$ cat src/rtl/neuron_acc_if.sv
// neuron_acc_if: streaming handshake bundle between the bus-facing logic
// (master) and the neuron_acc MAC stage (slave).
//   start/n_inputs/bias      : kick off one neuron evaluation
//   in_valid/in_ready/x_in/w : Q16.16 activation/weight pair stream
//   busy                     : stage is not idle
//   out_valid/out_ready/x_float : IEEE-754 single pre-activation result
interface neuron_acc_if #(
  parameter int N_MAX = 16
);
  localparam int CW = $clog2(N_MAX + 1);

  logic          start;
  logic [CW-1:0] n_inputs;
  logic [31:0]   bias;
  logic          in_valid;
  logic          in_ready;
  logic [31:0]   x_in;
  logic [31:0]   w_in;
  logic          busy;
  logic          out_valid;
  logic          out_ready;
  logic [31:0]   x_float;

  modport master (
    output start, n_inputs, bias, in_valid, x_in, w_in, out_ready,
    input  in_ready, busy, out_valid, x_float
  );

  modport slave (
    input  start, n_inputs, bias, in_valid, x_in, w_in, out_ready,
    output in_ready, busy, out_valid, x_float
  );
endinterface

$ cat src/rtl/neuron_acc.sv
// neuron_acc: sequential multiply-accumulate stage feeding the sigmoid unit.
// Accumulates bias + sum(x_in*w_in) exactly in a 72-bit Q40.32 register,
// then converts to IEEE-754 single (round to nearest, ties to even).
//   CLOCK_50 : clock, rising edge
//   Reset    : synchronous, active-high
//   bus      : neuron_acc_if.slave (start/n_inputs/bias, input pair stream,
//              busy, result stream x_float)
// Optional build macro NEURON_ACC_CLAMP_EN: saturates |acc| to 16.0 ahead of
// the float conversion; latency is unchanged.
module neuron_acc #(
  parameter int N_MAX = 16
) (
  input  logic         CLOCK_50,
  input  logic         Reset,
  neuron_acc_if.slave  bus
);
  localparam int CW = $clog2(N_MAX + 1);

  typedef enum logic [2:0] {S_IDLE, S_ACC, S_CONV1, S_CONV2, S_OUT} state_t;

  state_t        state_q, state_d;
  logic [71:0]   acc_q, acc_d;
  logic [CW-1:0] count_q, count_d;
  logic [CW-1:0] n_q, n_d;
  logic          sign_q, sign_d;
  logic [71:0]   mag_q, mag_d;
  logic [6:0]    lead_q, lead_d;
  logic [31:0]   x_float_q, x_float_d;

  logic signed [63:0] prod;
  logic               last_pair;

  // ---------------------------------------------------------------- state reg
  always_ff @(posedge CLOCK_50) begin
    if (Reset) begin
      state_q   <= S_IDLE;
      acc_q     <= '0;
      count_q   <= '0;
      n_q       <= '0;
      sign_q    <= 1'b0;
      mag_q     <= '0;
      lead_q    <= '0;
      x_float_q <= '0;
    end else begin
      state_q   <= state_d;
      acc_q     <= acc_d;
      count_q   <= count_d;
      n_q       <= n_d;
      sign_q    <= sign_d;
      mag_q     <= mag_d;
      lead_q    <= lead_d;
      x_float_q <= x_float_d;
    end
  end

  assign prod      = $signed(bus.x_in) * $signed(bus.w_in);
  assign last_pair = (count_q + CW'(1)) == n_q;

  // --------------------------------------------------------------- next state
  always_comb begin
    state_d = state_q;
    unique case (state_q)
      S_IDLE: begin
        if (bus.start) begin
          if (bus.n_inputs == '0) state_d = S_CONV1;
          else                    state_d = S_ACC;
        end
      end
      S_ACC:   if (bus.in_valid && last_pair) state_d = S_CONV1;
      S_CONV1: state_d = S_CONV2;
      S_CONV2: state_d = S_OUT;
      S_OUT:   if (bus.out_ready) state_d = S_IDLE;
      default: state_d = S_IDLE;
    endcase
  end

  // ----------------------------------------------------------------- datapath
  logic [71:0] abs_c;
  logic [71:0] mag_c;
  logic [6:0]  lead_c;
  logic [71:0] norm;
  logic [24:0] mant_r;
  logic        round_up;
  logic [7:0]  exp_c;

  always_comb begin
    abs_c = acc_q[71] ? (~acc_q + 72'd1) : acc_q;
`ifdef NEURON_ACC_CLAMP_EN
    // 16.0 in Q40.32; the spu is already saturated beyond this
    mag_c = (abs_c > (72'd1 << 36)) ? (72'd1 << 36) : abs_c;
`else
    mag_c = abs_c;
`endif
    // Priority encoder: ascending scan, so the highest set bit wins
    lead_c = '0;
    for (int i = 0; i < 72; i++) begin
      if (mag_c[i]) lead_c = 7'(i);
    end
  end

  always_comb begin
    // Left-justify so the leading one sits at bit 71; keep 24 bits,
    // bit 47 is guard, everything below is sticky.
    norm     = mag_q << (7'd71 - lead_q);
    round_up = norm[47] & ((|norm[46:0]) | norm[48]);
    mant_r   = {1'b0, norm[71:48]} + {24'd0, round_up};
    // Q.32 scaling: bit 32 is 2^0, so biased exponent = lead + 95
    exp_c    = 8'({1'b0, lead_q}) + 8'd95 + {7'd0, mant_r[24]};
  end

  always_comb begin
    acc_d     = acc_q;
    count_d   = count_q;
    n_d       = n_q;
    sign_d    = sign_q;
    mag_d     = mag_q;
    lead_d    = lead_q;
    x_float_d = x_float_q;
    unique case (state_q)
      S_IDLE: begin
        if (bus.start) begin
          acc_d   = {{24{bus.bias[31]}}, bus.bias, 16'h0};
          count_d = '0;
          n_d     = (int'(bus.n_inputs) > N_MAX) ? CW'(N_MAX) : bus.n_inputs;
        end
      end
      S_ACC: begin
        if (bus.in_valid) begin
          acc_d   = acc_q + {{8{prod[63]}}, prod};
          count_d = count_q + CW'(1);
        end
      end
      S_CONV1: begin
        sign_d = acc_q[71];
        mag_d  = mag_c;
        lead_d = lead_c;
      end
      S_CONV2: begin
        if (mag_q == '0) x_float_d = 32'h0000_0000;
        else x_float_d = {sign_q, exp_c,
                          mant_r[24] ? mant_r[23:1] : mant_r[22:0]};
      end
      default: ;
    endcase
  end

  // ------------------------------------------------------------------ outputs
  always_comb begin
    bus.in_ready  = (state_q == S_ACC);
    bus.out_valid = (state_q == S_OUT);
    bus.busy      = (state_q != S_IDLE);
    bus.x_float   = x_float_q;
  end
endmodule

$ cat src/flat_wrapper.sv
// flat-port wrapper written by rule: the top's interface ports become plain ports
module neuron_acc_flat 
#(
  parameter int N_MAX = 16
)
  (CLOCK_50, Reset, bus_start, bus_n_inputs, bus_bias, bus_in_valid, bus_x_in, bus_w_in, bus_out_ready, bus_in_ready, bus_busy, bus_out_valid, bus_x_float);
  neuron_acc_if #(.N_MAX(N_MAX)) bus_i ();
  input  logic CLOCK_50;
  input  logic Reset;
  input wire logic [$bits(bus_i.start)-1:0] bus_start;
  input wire logic [$bits(bus_i.n_inputs)-1:0] bus_n_inputs;
  input wire logic [$bits(bus_i.bias)-1:0] bus_bias;
  input wire logic [$bits(bus_i.in_valid)-1:0] bus_in_valid;
  input wire logic [$bits(bus_i.x_in)-1:0] bus_x_in;
  input wire logic [$bits(bus_i.w_in)-1:0] bus_w_in;
  input wire logic [$bits(bus_i.out_ready)-1:0] bus_out_ready;
  output wire logic [$bits(bus_i.in_ready)-1:0] bus_in_ready;
  output wire logic [$bits(bus_i.busy)-1:0] bus_busy;
  output wire logic [$bits(bus_i.out_valid)-1:0] bus_out_valid;
  output wire logic [$bits(bus_i.x_float)-1:0] bus_x_float;
  assign bus_i.start = bus_start;
  assign bus_i.n_inputs = bus_n_inputs;
  assign bus_i.bias = bus_bias;
  assign bus_i.in_valid = bus_in_valid;
  assign bus_i.x_in = bus_x_in;
  assign bus_i.w_in = bus_w_in;
  assign bus_i.out_ready = bus_out_ready;
  assign bus_in_ready = bus_i.in_ready;
  assign bus_busy = bus_i.busy;
  assign bus_out_valid = bus_i.out_valid;
  assign bus_x_float = bus_i.x_float;
  neuron_acc #(.N_MAX(N_MAX)) u_core (.CLOCK_50(CLOCK_50), .Reset(Reset), .bus(bus_i));
endmodule
$ cat config.mk
export PLATFORM = sky130hd
export DESIGN_NAME = neuron_acc_flat
export DESIGN_NICKNAME = d
export VERILOG_FILES = /design/src/rtl/neuron_acc_if.sv /design/src/rtl/neuron_acc.sv /design/src/flat_wrapper.sv
export SDC_FILE = /design/constraint.sdc
export NUM_CORES = 2
export LEC_CHECK = 0
export BUFFER_PORTS_ARGS = -buffer_cell sky130_fd_sc_hd__buf_2
export CORE_MARGIN = 1
export CORE_UTILIZATION = 35
export DETAILED_ROUTE_END_ITERATION = 8
export MAX_ROUTING_LAYER = met4
export SYNTH_ARGS = -nofsm -noshare
export SYNTH_HDL_FRONTEND = slang
export SYNTH_SLANG_ARGS = --single-unit
$ cat constraint.sdc
create_clock -name CLOCK_50 -period 13.74 [get_ports CLOCK_50]
set_input_delay 0.687 -clock CLOCK_50 [delete_from_list [all_inputs] [get_ports CLOCK_50]]
set_output_delay 0.687 -clock CLOCK_50 [all_outputs]
set_load 0.02 [all_outputs]
# == After elaboration in Yosys (flattened, before gate mapping) ==
# Cells that the tools add are included.
# word_totals
reg_bits,197
inputBits,106
out_inout_bits,35
elab_cells,126
# op_classes
n_addsub,7
n_mul,1
order_cmp,1
n_eq_ne,9
shifts,1
muxes,86
n_bitwise,3
n_reduce_logical,10
# ops
op,n
$mux 72,3
$mux 6,32
$pmux 72 s2,1
$mux 5,19
$add 72x1->72 const B,1
$add 72x72->72,1
$logic_not 72->1,1
$not 72->72,1
$shl 72x7->72,1
$mul 32x32->64,1
$mux 7,8
$reduce_or 47->1,1
$mux 32,1
$mux 4,8
$add 24x1->25,1
$mux 23,1
$mux 3,7
$pmux 3 s5,1
$pmux 5 s2,1
$add 7x7->8 const B,1
$add 8x1->8,1
$sub 7x7->7 const A,1
$eq 3x2->1 const B,2
$mux 2,3
17 further kinds,20

# == Longest topological paths before layout ==
# logic_depth
word_depth,74
depth_mapped,43
ltp_nobuf,42

# == Worst setup path after synthesis ==
# Ideal clock, no wire load.
# synth_timing
kind,input -> register
startpoint,input port bus_w_in[2]
endpoint,register u_core.acc_q[65]
setup_time_ns,0.128
t_arrival_ns,10.126
required_time_ns,13.612
setup_slack_ns,3.487
stages,40
n_path_buf,1
path_cell_list,clkbuf_1 -> nand2_1 -> inv_1 -> fa_1 -> fa_1 -> fa_1 -> inv_1 -> fa_1 -> inv_1 -> fa_1 -> inv_1 -> fa_1 -> inv_1 -> fa_1 -> inv_1 -> fa_1 -> inv_1 -> ha_1 -> [4 not listed] -> a21oi_1 -> o21ai_0 -> a221oi_1 -> o21ai_0 -> xor2_1 -> ha_1 -> and4_1 -> a21oi_1 -> o21ai_0 -> a21o_1 -> a221oi_1 -> nand2_1 -> a221o_1 -> a21o_1 -> a31oi_1 -> xnor2_1 -> a221oi_1 -> nor2_1
# synth_via
elab_chain_cells,4
# synth_lines
element,line_no,text
"start, declared",flat_wrapper.sv:15,input wire logic [$bits(bus_i.w_in)-1:0] bus_w_in;
$mul 32x32->64,neuron_acc.sv:56,assign prod = $signed(bus.x_in) * $signed(bus.w_in);
$add 72x72->72,neuron_acc.sv:129,"acc_d = acc_q + {{8{prod[63]}}, prod};"
$mux 72,neuron_acc.sv:128,if (bus.in_valid) begin
$pmux 72 s2,neuron_acc.sv:119,unique case (state_q)
"end signal, assigned",neuron_acc.sv:37,acc_q <= '0;
"end signal, assigned",neuron_acc.sv:46,acc_q <= acc_d;
"end, declared",neuron_acc.sv:22,"logic [71:0] acc_q, acc_d;"
# Every way passes these cells. The select of a mux whose other input is x is not followed.
# A chain may end at the register's enable or synchronous reset.

# == Final worst setup path ==
# layout_timing
startpoint,input port bus_x_in[17]
endpoint,register u_core.acc_q[68]
# layout_via
elab_chain_cells,4
# layout_lines
element,line_no,text
"start, declared",flat_wrapper.sv:14,input wire logic [$bits(bus_i.x_in)-1:0] bus_x_in;
$mul 32x32->64,neuron_acc.sv:56,
$add 72x72->72,neuron_acc.sv:129,
$mux 72,neuron_acc.sv:128,
$pmux 72 s2,neuron_acc.sv:119,
# Every way passes these cells. The select of a mux whose other input is x is not followed.

==> Implementation_results.wiki <==
{| class="wikitable"
! Metric !! Value
|-
| GRT Total Usage || 0.225
|-
| Relative slew margins || 0.237
|-
| Final wirelength || 175 mm
|-
| IO buf count || 140
|-
| Placeable core region || around 160,000 µm²
|-
| Max-slew violations || 0
|-
| Critical path start-end classification || in2reg
|-
| Vias in the first global route || 46,000
|-
| Warnings, synthesis || 0
|-
| PnR worst setup slack || between 2 and 2.5 ns
|-
| I/O pin count || 141
|-
| Post-CTS Hold Fix Bufs || 0
|-
| Share of post-route cells with drive strength above 1 || 0.0692
|-
| CP endpoint kind || register
|-
| Largest net degree at the start of global routing || between 90 and 100
|-
| Syn avg cell area || around 8.6 µm²
|-
| Top routing layer in use || met4
|-
| Startpoint of the worst hold path || bus_out_ready
|-
| Insertion delay of the later-clocked pin in the worst-skew pair || just over 0.5 ns
|-
| RSZ-0062 raised after global routing || false
|-
| Required time of the critical path || 14.11 ns
|-
| Width of the die || 400 µm
|-
| Share of the core filled with cells || 0.372
|-
| Final hold violation count || 0
|-
| Cell class contributing the biggest share of worst-path delay || adder cells
|-
| Resized cells post-CTS || 0
|-
| Number of nets still failing antenna checks after routing || 0
|-
| Source of the critical timing path || bus_x_in[17]
|-
| TritonCTS clock tree || yes
|-
| Launch point of the worst reg-to-reg path || u_core.lead_q[3]
|-
| Kind of launch point of the worst setup path || input pin
|-
| Final period util || 0.835
|-
| Overall via count from detail_route || roughly 45,000
|-
| Overall die height || 400 µm
|-
| Clock Sinks || 197
|-
| DRC violation count after routing || 0
|-
| Met1 Wirelength || around 76 mm
|-
| Die area || between 150,000 and 200,000 µm²
|-
| Average detailed-routed wire length per instance || 20.9 µm
|-
| Combined buffer and inverter count along the critical path || 7
|-
| Arrival time of data at the critical path endpoint || 11.84 ns
|-
| Syn_nets || 7,916
|-
| Remaining Overflow, GRT || 0
|-
| Fin Setup TNS || 0 ns
|-
| Buffers inserted by post-CTS timing repair || 0
|-
| Weighted congestion reported at the end of routability-driven placement || 0.950
|-
| Number of enable flip-flop cells after synthesis || 0
|-
| Crit path time final || 11.47 ns
|-
| Post-route clock skew || roughly 0.02 ns
|-
| Biggest area contributors in the synthesized netlist || sky130_fd_sc_hd__fa_1, sky130_fd_sc_hd__inv_1, sky130_fd_sc_hd__dfxtp_1
|-
| CTS root buf || sky130_fd_sc_hd__clkbuf_16
|-
| Number of H-tree levels || 4
|-
| Half-perimeter wire length after detailed placement || 138 mm
|-
| Primary flip-flop cell chosen by synthesis mapping || sky130_fd_sc_hd__dfxtp_1
|-
| Most instantiated library cell after synthesis || sky130_fd_sc_hd__inv_1
|-
| Worst setup slack after placement || 1.79 ns
|-
| Flip-flop and latch count after synthesis || between 150 and 200
|-
| Min-delay worst type || in2reg
|-
| Placed Area || ~58,000 µm²
|-
| Number of rows created at floorplan || 145
|-
| Post-synth cell types || 110
|-
| Highest fanout seen on the critical path || 32
|-
| Routed wl met3 || 12.8 mm
|-
| Initial antenna violation count || 11
|-
| Starting Density || 0.354
|-
| Slew @ Worst Pin || 1.13 ns
|-
| CTS clock-pin slew for the worst setup and hold paths || 0.09 ns
|-
| Run status || completed
|-
| Maximum operating frequency || ~0.087 GHz
|-
| Post-synthesis cell count || 6,465
|-
| Global-route wire length before repair || between 200 and 300 mm
|-
| Wire length on met2 || 81.7 mm
|-
| List of most frequent post-synthesis cells || sky130_fd_sc_hd__inv_1, sky130_fd_sc_hd__fa_1, sky130_fd_sc_hd__nand2_1
|-
| Worst stage delay on the critical path || between 0.8 and 0.9 ns
|-
| Yosys top cell area share || 0.390
|-
| Maxcap violations || 0
|-
| Number of detailed-route iterations in the first pass || 6
|-
| Violation count after the first detailed-routing iteration || between 3,000 and 4,000
|-
| Post-Syn Area || 55,600 µm²
|-
| Final #Nets || approximately 7,800
|-
| Via density per instance || ~5.4
|-
| Setup Viol. Count Final || 0
|-
| Post-route design area || just under 60,000 µm²
|-
| Async set-or-reset flop fraction in the synthesized netlist || 0
|-
| Cell type with the largest total area after synthesis || sky130_fd_sc_hd__fa_1
|-
| Area Overhead vs Synth || 4.95%
|-
| Most repeated library cell on the critical path || sky130_fd_sc_hd__fa_1
|-
| Number of CTS-inserted buffers || 17
|-
| Cell type of the slowest stage on the worst timing path || sky130_fd_sc_hd__buf_2
|-
| Sequential cell area fraction in the yosys report || 0.0710
|-
| Buffer levels on the longest clock path || 2
|}
## placed cells by master (no fill, tap or decap), drive strengths merged, types with 151 or more instances in the layout
cell type  Yosys  routed
a21oi        231     231
and2         252     252
buf           59     189
dfxtp        197     197
fa          1083    1083
ha           262     262
inv         1183    1194
nand2       1028    1028
nor2         355     355
o21ai        151     151
## cell families after synthesis
logic type               synth area share
AO/OA/AOI/OAI                       0.106
XOR/XNOR                           0.0362
adder cells (fa/ha/maj)             0.449
AND/OR/NAND/NOR                     0.172
multiplexers                       0.0575
flip-flops                         0.0710
buffers and inverters               0.108
## per-stage QoR
stage | hold WS (ns) | std cells
6_report | 0.441 | 8381
5_1_grt | 0.446 | 8381
4_1_cts | 0.401 | 8373
3_5_place_dp | 0.433 | 8341
3_3_place_gp | 0.426 | 8341
2_1_floorplan | 0.436 | 6465
## final timing paths
kind                             to  slack (ns)  depth (start not counted)
min reg2reg  u_core.bus.x_float[20]        0.45                          2
max                u_core.acc_q[68]        2.27                         39
min               u_core.state_q[2]        0.44                          3
max reg2reg  u_core.bus.x_float[29]        7.70                         18
## state kept, by name (all words and copies together) (netlist names)
register	cells
u_core.acc_q	72
u_core.bus.x_float	32
u_core.count_q	5
u_core.lead_q	7
u_core.mag_q	72
u_core.n_q	5
u_core.sign_q	1
u_core.state_q	3
## per-layer routing
layer | vias up | global-route usage
met5 | - | -
met4 | 0 | 0.0546
met3 | 273 | 0.0327
met2 | 1790 | 0.359
met1 | 23000 | 0.301
li1 | 20100 | -
## layout make-up
class                           instances  area (µm²)
Sequential cell                       197        3950
Inverter                             1184        4440
Multi-Input combinational cell       4713       45700
Fill cell                           16000       98600
Tap cell                             2058        2570
Timing Repair Buffer                  189        1070
Clock inverter                         15         174
Clock buffer                           17         425
Antenna cell                            8        20.0
## tightest hold or removal path: stages
cell and delay, ns:
sky130_fd_sc_hd__buf_2 0.08, sky130_fd_sc_hd__nand2b_1 0.09, sky130_fd_sc_hd__a21oi_1 0.06
Power is not shown: default switching activity piles up to over one toggle a cycle in this logic, so the estimate is an artifact.
